[config.mk]
export PLATFORM = sky130hd
export DESIGN_NAME = sobel_frame_ctrl
export DESIGN_NICKNAME = d
export VERILOG_FILES = /design/src/rtl/sobel_frame_ctrl.sv
export SDC_FILE = /design/constraint.sdc
export NUM_CORES = 1
export LEC_CHECK = 0
export BUFFER_PORTS_ARGS = -buffer_cell sky130_fd_sc_hd__buf_2
export CAP_MARGIN = 15
export CELL_PAD_IN_SITES_DETAIL_PLACEMENT = 1
export CELL_PAD_IN_SITES_GLOBAL_PLACEMENT = 1
export CORE_ASPECT_RATIO = 0.9
export CORE_MARGIN = 4
export CORE_UTILIZATION = 44
export DETAILED_ROUTE_END_ITERATION = 7
export PLACE_DENSITY_LB_ADDON = 0.1
export SETUP_SLACK_MARGIN = 0.2
export SYNTH_ARGS = -nofsm -noshare
export SYNTH_HDL_FRONTEND = slang
export SYNTH_SLANG_ARGS = --single-unit
[constraint.sdc]
create_clock -name clk -period 2.8 [get_ports clk]
set_input_delay 0.84 -clock clk [delete_from_list [all_inputs] [get_ports clk]]
set_output_delay 0.84 -clock clk [all_outputs]
set_load 0.02 [all_outputs]
[src/rtl/sobel_frame_ctrl.sv]
`default_nettype none
// +--------------------------------------------------------------------------+
// | Module      : sobel_frame_ctrl                                           |
// | Description : Frame sequencer for the Sobel pipeline. Latches per-frame  |
// |               config, gates the input handshake, tracks pixel position   |
// |               for border flagging and counts outputs to detect frame end.|
// | Options     : define SOBEL_CTRL_STALL_CNT_EN to add the stall_cnt output |
// | Revision    : 1.0 - initial release                                      |
// +--------------------------------------------------------------------------+
module sobel_frame_ctrl #(
   parameter int IMG_W = 640,
   parameter int IMG_H = 480
) (
   input  logic        clk,
   input  logic        rst_n,
   input  logic        cfg_start,
   input  logic [8:0]  cfg_threshold,
   input  logic        cfg_sobel_en,
   input  logic        pix_valid_i,
   output logic        pix_ready_o,
   output logic        valid_m,
   input  logic        ready_m,
   output logic        zero_valid,
   output logic [8:0]  threshold,
   output logic        sobel_en,
   input  logic        valid_s,
   input  logic        ready_s,
   output logic        busy,
`ifdef SOBEL_CTRL_STALL_CNT_EN
   output logic [31:0] stall_cnt,
`endif
   output logic        frame_done
);

   localparam int c_total = IMG_W * IMG_H;
   localparam int c_xw    = (IMG_W > 1) ? $clog2(IMG_W) : 1;
   localparam int c_yw    = (IMG_H > 1) ? $clog2(IMG_H) : 1;
   localparam int c_ow    = $clog2(c_total + 1);

   localparam logic [c_xw-1:0] c_x_last    = c_xw'(IMG_W - 1);
   localparam logic [c_yw-1:0] c_y_last    = c_yw'(IMG_H - 1);
   localparam logic [c_ow-1:0] c_out_total = c_ow'(c_total);
   localparam logic [c_ow-1:0] c_out_last  = c_ow'(c_total - 1);

   typedef enum logic [1:0] {
      S_IDLE  = 2'd0,
      S_RUN   = 2'd1,
      S_DRAIN = 2'd2,
      S_DONE  = 2'd3
   } state_t;

   state_t          r_state;
   logic [c_xw-1:0] r_x;
   logic [c_yw-1:0] r_y;
   logic [c_ow-1:0] r_out_cnt;
   logic [8:0]      r_threshold;
   logic            r_sobel_en;
   logic            r_busy;
   logic            r_frame_done;

   logic w_run;
   logic w_active;
   logic w_start;
   logic w_in;
   logic w_out;
   logic w_x_last;
   logic w_y_last;
   logic w_out_reach;

   assign w_run    = (r_state == S_RUN);
   assign w_active = (r_state == S_RUN) || (r_state == S_DRAIN);
   assign w_start  = cfg_start && (r_state == S_IDLE);

   assign valid_m     = pix_valid_i & w_run;
   assign pix_ready_o = ready_m & w_run;

   assign w_in     = valid_m & ready_m;
   assign w_out    = valid_s & ready_s & w_active;
   assign w_x_last = (r_x == c_x_last);
   assign w_y_last = (r_y == c_y_last);

   assign zero_valid = (r_x == '0) || w_x_last || (r_y == '0) || w_y_last;

   // Completion is seen on the same edge as the final output beat.
   assign w_out_reach = (r_out_cnt == c_out_total) ||
                        (w_out && (r_out_cnt == c_out_last));

   assign threshold  = r_threshold;
   assign sobel_en   = r_sobel_en;
   assign busy       = r_busy;
   assign frame_done = r_frame_done;

   always_ff @(posedge clk or negedge rst_n) begin
      if (!rst_n) begin
         r_state      <= S_IDLE;
         r_x          <= '0;
         r_y          <= '0;
         r_out_cnt    <= '0;
         r_threshold  <= '0;
         r_sobel_en   <= 1'b0;
         r_busy       <= 1'b0;
         r_frame_done <= 1'b0;
      end else begin
         if (w_in) begin
            if (w_x_last) begin
               r_x <= '0;
               r_y <= w_y_last ? '0 : r_y + 1'b1;
            end else begin
               r_x <= r_x + 1'b1;
            end
         end

         if (w_out && (r_out_cnt != c_out_total)) begin
            r_out_cnt <= r_out_cnt + 1'b1;
         end

         case (r_state)
            S_IDLE: begin
               r_frame_done <= 1'b0;
               if (cfg_start) begin
                  r_state     <= S_RUN;
                  r_busy      <= 1'b1;
                  r_threshold <= cfg_threshold;
                  r_sobel_en  <= cfg_sobel_en;
                  r_x         <= '0;
                  r_y         <= '0;
                  r_out_cnt   <= '0;
               end
            end
            S_RUN: begin
               if (w_in && w_x_last && w_y_last) begin
                  r_state <= S_DRAIN;
               end
            end
            S_DRAIN: begin
               if (w_out_reach) begin
                  r_state      <= S_DONE;
                  r_frame_done <= 1'b1;
               end
            end
            S_DONE: begin
               r_state      <= S_IDLE;
               r_busy       <= 1'b0;
               r_frame_done <= 1'b0;
            end
            default: begin
               r_state      <= S_IDLE;
               r_busy       <= 1'b0;
               r_frame_done <= 1'b0;
            end
         endcase
      end
   end

`ifdef SOBEL_CTRL_STALL_CNT_EN
   logic [31:0] r_stall_cnt;

   // Counts cycles where the pipeline output is held off by the sink.
   always_ff @(posedge clk or negedge rst_n) begin
      if (!rst_n) begin
         r_stall_cnt <= '0;
      end else if (w_start) begin
         r_stall_cnt <= '0;
      end else if (w_active && valid_s && !ready_s &&
                   (r_stall_cnt != 32'hFFFF_FFFF)) begin
         r_stall_cnt <= r_stall_cnt + 32'd1;
      end
   end

   assign stall_cnt = r_stall_cnt;
`else
   logic w_unused_start;
   assign w_unused_start = w_start;
`endif

endmodule
`default_nettype wire
==> results of run 1 <==
[final cells by class]
cell class	instances	area, um2	area share [%]
Multi-Input combinational cell	224	1380	43.2
Clock inverter	2	16.3	0.510
Tap cell	70	87.6	2.75
Clock buffer	6	72.6	2.28
Inverter	13	48.8	1.53
Sequential cell	52	1300	40.8
Timing Repair Buffer	44	284	8.91
[what timing repair did]
action                     4_1_cts  5_1_grt
buffers inserted                 2        4
setup endpoints to repair        1        2
gates resized for setup          1        6
pin swaps                        1        3
[layout by cell type (no fill, tap or decap), drive strengths merged, types with 7 or more instances in the layout]
master / synthesis / routed
nand2: 53 / 53
dfrtp: 52 / 52
buf: 1 / 44
nor2: 40 / 40
nand3: 21 / 21
xor2: 18 / 18
xnor2: 14 / 14
inv: 13 / 13
ha: 10 / 10
nor3: 7 / 7
nand4: 7 / 7
nor4: 7 / 7
[sequential cells by signal, indices dropped and copies added, names as in the netlist]
name        count
busy            1
frame_done      1
r_out_cnt      19
r_state         2
r_x            10
r_y             9
sobel_en        1
threshold       9
[per-stage QoR]
stage	setup WS [ns]	cells
finish	0.230	411
global route	0.0791	411
CTS	0.224	407
detailed placement	0.220	397
global placement	0.297	397
floorplan	0.429	296
[synthesized netlist by cell type (all sizes together), types with 2 or more instances]
| cell | count |
|---|---|
| a21oi | 5 |
| and2 | 5 |
| and3 | 4 |
| and4 | 3 |
| clkbuf | 6 |
| dfrtp | 52 |
| ha | 10 |
| inv | 13 |
| mux2i | 2 |
| nand2 | 53 |
| nand2b | 2 |
| nand3 | 21 |
| nand3b | 2 |
| nand4 | 7 |
| nor2 | 40 |
| nor3 | 7 |
| nor4 | 7 |
| nor4b | 2 |
| o21ai | 2 |
| o31ai | 2 |
| or3 | 3 |
| or4 | 3 |
| xnor2 | 14 |
| xor2 | 18 |
[power breakdown]
group          switching [mW]  leakage, nW  internal (mW)  total (mW)
Clock                   0.264       0.0414          0.179       0.443
Combinational           0.486        0.762          0.293       0.779
Sequential             0.0840        0.702          0.870       0.954
[tightest hold or removal path: stages (launching register included)]
cell and delay, ns:
dfrtp_1 0.36, nand2_1 0.05, nand2_1 0.05
[worst min path at each step]
stage / cells past startpoint / from / endpoint / slack [ns]
floorplan: 2 / r_out_cnt[18]$_DFF_PN0_ / r_out_cnt[18]$_DFF_PN0_ / 0.50
global placement: 2 / threshold[5]$_DFFE_PN0P_ / threshold[5]$_DFFE_PN0P_ / 0.45
detailed placement: 2 / threshold[4]$_DFFE_PN0P_ / threshold[4]$_DFFE_PN0P_ / 0.47
CTS: 2 / threshold[4]$_DFFE_PN0P_ / threshold[4]$_DFFE_PN0P_ / 0.49
global route: 2 / threshold[4]$_DFFE_PN0P_ / threshold[4]$_DFFE_PN0P_ / 0.51
finish: 2 / sobel_en$_DFFE_PN0P_ / sobel_en$_DFFE_PN0P_ / 0.48
[cells by family after synthesis]
kind of cell	share of synthesized area, %
buffers and inverters	2.79
adder cells (fa/ha/maj)	4.57
XOR/XNOR	10.2
AO/OA/AOI/OAI	4.25
flip-flops	47.5
AND/OR/NAND/NOR	29.3
multiplexers	1.28
[metal layers]
metal,vias to the layer above,share of wire [%]
li1,1087,-
met4,0,0.78
met2,34,46
met5,-,0
met1,1095,51
met3,5,2.9
==> impl_metrics.json, run 1 <==
{
  "cts_hold_buf": 0,
  "die_y_um": 82.8,
  "grt_max_degree": 29,
  "slew_headroom_pct": 59.7,
  "hpwl_um": 4780,
  "place_area_mm2": 0.00303,
  "cp.depth": 6,
  "maxCapViolations": 0,
  "cts_root_buffer": "clkbuf_8",
  "via_per_inst": 5.40,
  "reg2reg_to": "r_state[1]$_DFFE_PN0P_",
  "cpPeakStageDelay_ns": 0.39,
  "r2r-start": "r_state[1]$_DFFE_PN0P_",
  "clock_sinks": 52,
  "fillers": 697,
  "top_usage_layer": "met2",
  "crit_buf_inv": 1,
  "clockBufferDepth": 2,
  "synth_top_area_share_pct": 47.5,
  "regToRegSetupSlack_ns": 0.35,
  "die-area_mm2": 0.00755,
  "worst_pin_slew_ns": 0.604,
  "htree_levels": 2,
  "clock_latency_ns": 0.32,
  "worstPathCellList": "ha_2 -> nand4_1 -> nor4_2 -> a41oi_1 -> nand3_1 -> buf_6",
  "period_share_pct": 91.8,
  "wl_per_cell_um": 16.0,
  "total_power_mw": 2.18,
  "synth_fp_nets": 323,
  "async_flop_share_pct": 100,
  "numCtsBuffers": 5,
  "antenna_found_initial": 0,
  "first_global_vias": 2391,
  "power_density_mw_per_mm2": 683,
  "fin_area_mm2": 0.00319,
  "row_count": 26,
  "synth_cell_types": 44,
  "gr-usage-met2_pct": 29.4,
  "yosys_most_used_dff": "dfrtp_1",
  "area_growth_pct": 16.4,
  "drt_iter0_markers": 78,
  "overflow": 0,
  "gp_congestion": 0.763,
  "synth_area_leaders": "dfrtp_1, nand2_1, xor2_1",
  "portBuffers": 31,
  "setup_viol": 0,
  "layout-drive-gt1-share_pct": 18.8,
  "startpoint_type": "register",
  "seq_area_frac_synth_pct": 47.5,
  "cts_tree": "built",
  "ys_warn_count": 0,
  "rsz0062_at_grt": "yes",
  "track_usage_pct": 18.5,
  "clock_skew_ns": 0.0197,
  "drtAntennaViolNets": 0,
  "crit_type": "reg2out",
  "synth_edf_count": 0,
  "synth_area_mm2": 0.00274,
  "crit_family": "simple AND/OR/NAND/NOR gates",
  "outcome": "finished, final reports clean",
  "die_w_um": 91.1,
  "hold_viol_final": 0,
  "cp.arrival_ns": 1.73,
  "first_pass_iters": 4,
  "synth_top_area_cell": "dfrtp_1",
  "grtUsageMet1_pct": 26.4,
  "tns_ns": 0,
  "report.final.slew_viol_count": 0,
  "ios": 32,
  "diodes": 0,
  "r2r_cells": 7,
  "holdWs_ns": 0.484,
  "crit_end": "zero_valid",
  "use_met3_pct": 3.25,
  "avgSynthCellArea_um2": 9.25,
  "critPathMaxFanout": 3,
  "crit_path_end_kind": "output pin",
  "crit_path_top_delay_cell": "dfrtp_1",
  "fin_crit_ns": 2.57,
  "critPathLaunch": "r_y[0]$_DFF_PN0_",
  "grt_pass1_wl_um": 11600,
  "hp-class": "reg2reg",
  "initial_utilization_pct": 46.8,
  "coreArea_mm2": 0.00586,
  "vias": 2221,
  "fmaxAchievable_mhz": 389,
  "cp.required_ns": 1.96,
  "finish.utilization_pct": 54.4,
  "postRouteWirelength_um": 6560,
  "path_clk_slew_ns": 0.11,
  "postSynthCellCount": 296,
  "leakage_nw": 1.51,
  "peakVddDrop_v": 0.000516,
  "nets": 367,
  "drc": 0,
  "synth_seq_cells": 52
}
No activity file was read; power rests on OpenSTA's default activity.
==> run 2, diff against run 1 <==
--- a/config.mk
+++ b/config.mk
@@ -5,13 +5,14 @@
 export SDC_FILE = /design/constraint.sdc
 export NUM_CORES = 1
 export LEC_CHECK = 0
+export ABC_AREA = 1
 export BUFFER_PORTS_ARGS = -buffer_cell sky130_fd_sc_hd__buf_2
 export CAP_MARGIN = 15
 export CELL_PAD_IN_SITES_DETAIL_PLACEMENT = 1
 export CELL_PAD_IN_SITES_GLOBAL_PLACEMENT = 1
 export CORE_ASPECT_RATIO = 0.9
 export CORE_MARGIN = 4
-export CORE_UTILIZATION = 44
+export CORE_UTILIZATION = 43
 export DETAILED_ROUTE_END_ITERATION = 7
 export PLACE_DENSITY_LB_ADDON = 0.1
 export SETUP_SLACK_MARGIN = 0.2
==> impl_metrics.json, run 2 <==
{
  "cts_root_buffer": "clkbuf_8",
  "synth_top_family_by_area": "simple AND/OR/NAND/NOR gates",
  "combPwrFrac_pct": 37.6,
  "layout_commonest_cell": "nand2_1",
  "wl_per_cell_um": 14.7,
  "synth_area_leaders": "dfrtp_1, nand2_1, nor2_1",
  "die_y_um": 88.8,
  "top_usage_layer": "met2",
  "layout-drive-gt1-share_pct": 18.0,
  "p_sw_mw": 0.938,
  "synth_compound_area_share_pct": 7.19,
  "drtAntennaViolNets": 0,
  "period_share_pct": 90.2,
  "synth_seq_cells": 52,
  "seq_area_frac_synth_pct": 41.8,
  "gp_congestion": 0.787,
  "clock_skew_ns": 0.00572,
  "drt_iter0_markers": 98,
  "antenna_found_initial": 0,
  "async_flop_share_pct": 100,
  "clock_latency_ns": 0.30,
  "setup_slack_ns": 0.274,
  "overflow": 0,
  "coreArea_mm2": 0.00704,
  "p_int_mw": 1.35,
  "synth_cell_types": 35,
  "register_area_mm2": 0.00130,
  "yosysMostFrequentCell": "nand2_1",
  "first_pass_iters": 4,
  "via_per_inst": 5.06,
  "slew_headroom_pct": 70.7,
  "area_growth_pct": 13.4,
  "synth-adder-area-share_pct": 4.01,
  "maxCapViolations": 0,
  "cpPeakStageDelay_ns": 0.41,
  "clock_sinks": 52,
  "report.final.slew_viol_count": 0,
  "postSynthCellCount": 420,
  "portBuffers": 31,
  "multi_input_area_mm2": 0.00160,
  "rsz0062_at_grt": "no",
  "die_w_um": 97.7,
  "startpoint_type": "register",
  "crit_type": "reg2out",
  "cp.required_ns": 1.96,
  "fin_crit_ns": 2.53,
  "first_global_vias": 2855,
  "hold_viol_final": 0,
  "synth_fp_nets": 447,
  "total_power_mw": 2.29,
  "gr-usage-met2_pct": 32.4,
  "reg_top3": "r_out_cnt (19), r_x (10)",
  "diodes": 0,
  "hp-class": "reg2reg",
  "cts_hold_buf": 0,
  "fillers": 931,
  "synth_mux_area_share_pct": 0,
  "crit_family": "simple AND/OR/NAND/NOR gates",
  "grt_max_degree": 31,
  "nets": 487,
  "avgSynthCellArea_um2": 7.42,
  "outcome": "finished, final reports clean",
  "fmaxAchievable_mhz": 396,
  "swShare_pct": 41.0,
  "crit_path_top_delay_cell": "dfrtp_1",
  "critPathMaxFanout": 4,
  "die-area_mm2": 0.00868,
  "placedCellCount": 542,
  "crit_path_end_kind": "output pin",
  "path_clk_slew_ns": 0.10,
  "final_cells": 554,
  "clockBufferDepth": 2,
  "use_met3_pct": 3.62,
  "row_count": 29,
  "initial_utilization_pct": 44.3,
  "pre_cts_ws_ns": 0.544,
  "cts_tree": "built",
  "yosys_most_used_dff": "dfrtp_1",
  "crit_buf_inv": 2,
  "largest_register_ffs": 19,
  "setup_viol": 0,
  "synth_edf_count": 0,
  "worst_pin_slew_ns": 0.436,
  "numCtsBuffers": 5,
  "final_cell_mix": "nand2_1, nor2_1, dfrtp_1, inv_1, buf_2",
  "ys_warn_count": 0,
  "synth_area_mm2": 0.00312,
  "tns_ns": 0,
  "yosys.area_share.simple_pct": 36.0,
  "power_density_mw_per_mm2": 647,
  "clkPwrFrac_pct": 20.1,
  "postRouteWirelength_um": 8150,
  "cp.arrival_ns": 1.69,
  "synth_top_area_cell": "dfrtp_1",
  "worstPathCellList": "ha_2 -> nand2_2 -> nor2_4 -> nand3_2 -> nor2_2 -> inv_1 -> o2111ai_2 -> buf_4",
  "grt_pass1_wl_um": 14100,
  "peakVddDrop_v": 0.000433,
  "ios": 32,
  "drc": 0,
  "grtUsageMet1_pct": 28.6,
  "regMostFlops": "r_out_cnt",
  "synth-xor-area-share_pct": 3.37,
  "synth_common_cells": "nand2_1, nor2_1, dfrtp_1",
  "htree_levels": 2,
  "synth_top_area_share_pct": 41.8,
  "track_usage_pct": 19.9,
  "vias": 2803,
  "leakage_nw": 1.82,
  "hpwl_um": 6050,
  "seq_power_share_pct": 42.4
}
## run 2: area by class of cell
cell class / instances / area share (%)
timing repair buffer: 40 / 6.37
inverter: 52 / 5.52
tap: 93 / 3.29
clock inverter: 2 / 0.390
clock buffer: 6 / 2.34
sequential: 52 / 36.8
multi-input combinational: 309 / 45.3
## run 2: path summary, 6_finish.rpt
check                                    startpoint                  endpoint  slack, ns  cells past startpoint
max                                r_y[0]$_DFF_PN0_                zero_valid       0.27                      8
min                        threshold[7]$_DFFE_PN0P_  threshold[7]$_DFFE_PN0P_       0.49                      2
max reg2reg                  r_state[0]$_DFFE_PN0P_  threshold[8]$_DFFE_PN0P_       0.73                      8
min reg2reg                threshold[7]$_DFFE_PN0P_  threshold[7]$_DFFE_PN0P_       0.49                      2
max in group asynchronous                     rst_n    r_state[0]$_DFFE_PN0P_       1.96                      2
min in group asynchronous                     rst_n          r_x[3]$_DFF_PN0_       0.52                      2
## run 2: what timing repair did
action / 4_1_cts / 5_1_grt
resized for setup: 1 / 6
endpoints found under the setup margin: 1 / 1
buffers inserted: 0 / 4
pin swaps: 0 / 3
## run 2: tightest hold or removal path, delay by kind of cell (launching register included)
family	cells	cell delay [ns]
simple gates	2	0.11
flops	1	0.36
## run 2: cell families after synthesis
kind of cell	count (synthesis)
xor gates and xnor gates	12
and+or+nand+nor	249
adders and majority gates	10
buffers and inverters	59
AOI/OAI and AO/OA	38
DFF	52
## run 2: per-layer routing
metal  vias up  routed length [um]
met1      1354                4200
met3         2                 279
met5         -                   0
met4         0                  26
met2        52                3650
li1       1395                   -
## run 2: power groups by stage
stage / logic (mW) / registers (mW) / clock network [mW]
2_1_floorplan: 0.491 / 1.06 / 0
3_3_place_gp: 0.839 / 0.976 / 0
3_5_place_dp: 0.868 / 0.976 / 0
4_1_cts: 0.870 / 0.969 / 0.482
5_1_grt: 0.968 / 0.990 / 0.518
6_report: 0.859 / 0.968 / 0.459
## run 2: per-stage QoR
step,utilization [%],area (um2),hold WS [ns]
6_report,50.2,3530,0.494
5_1_grt,50.2,3530,0.535
4_1_cts,49.4,3480,0.499
3_5_place_dp,48.0,3380,0.471
3_3_place_gp,48.0,3380,0.458
2_1_floorplan,-,3120,0.485
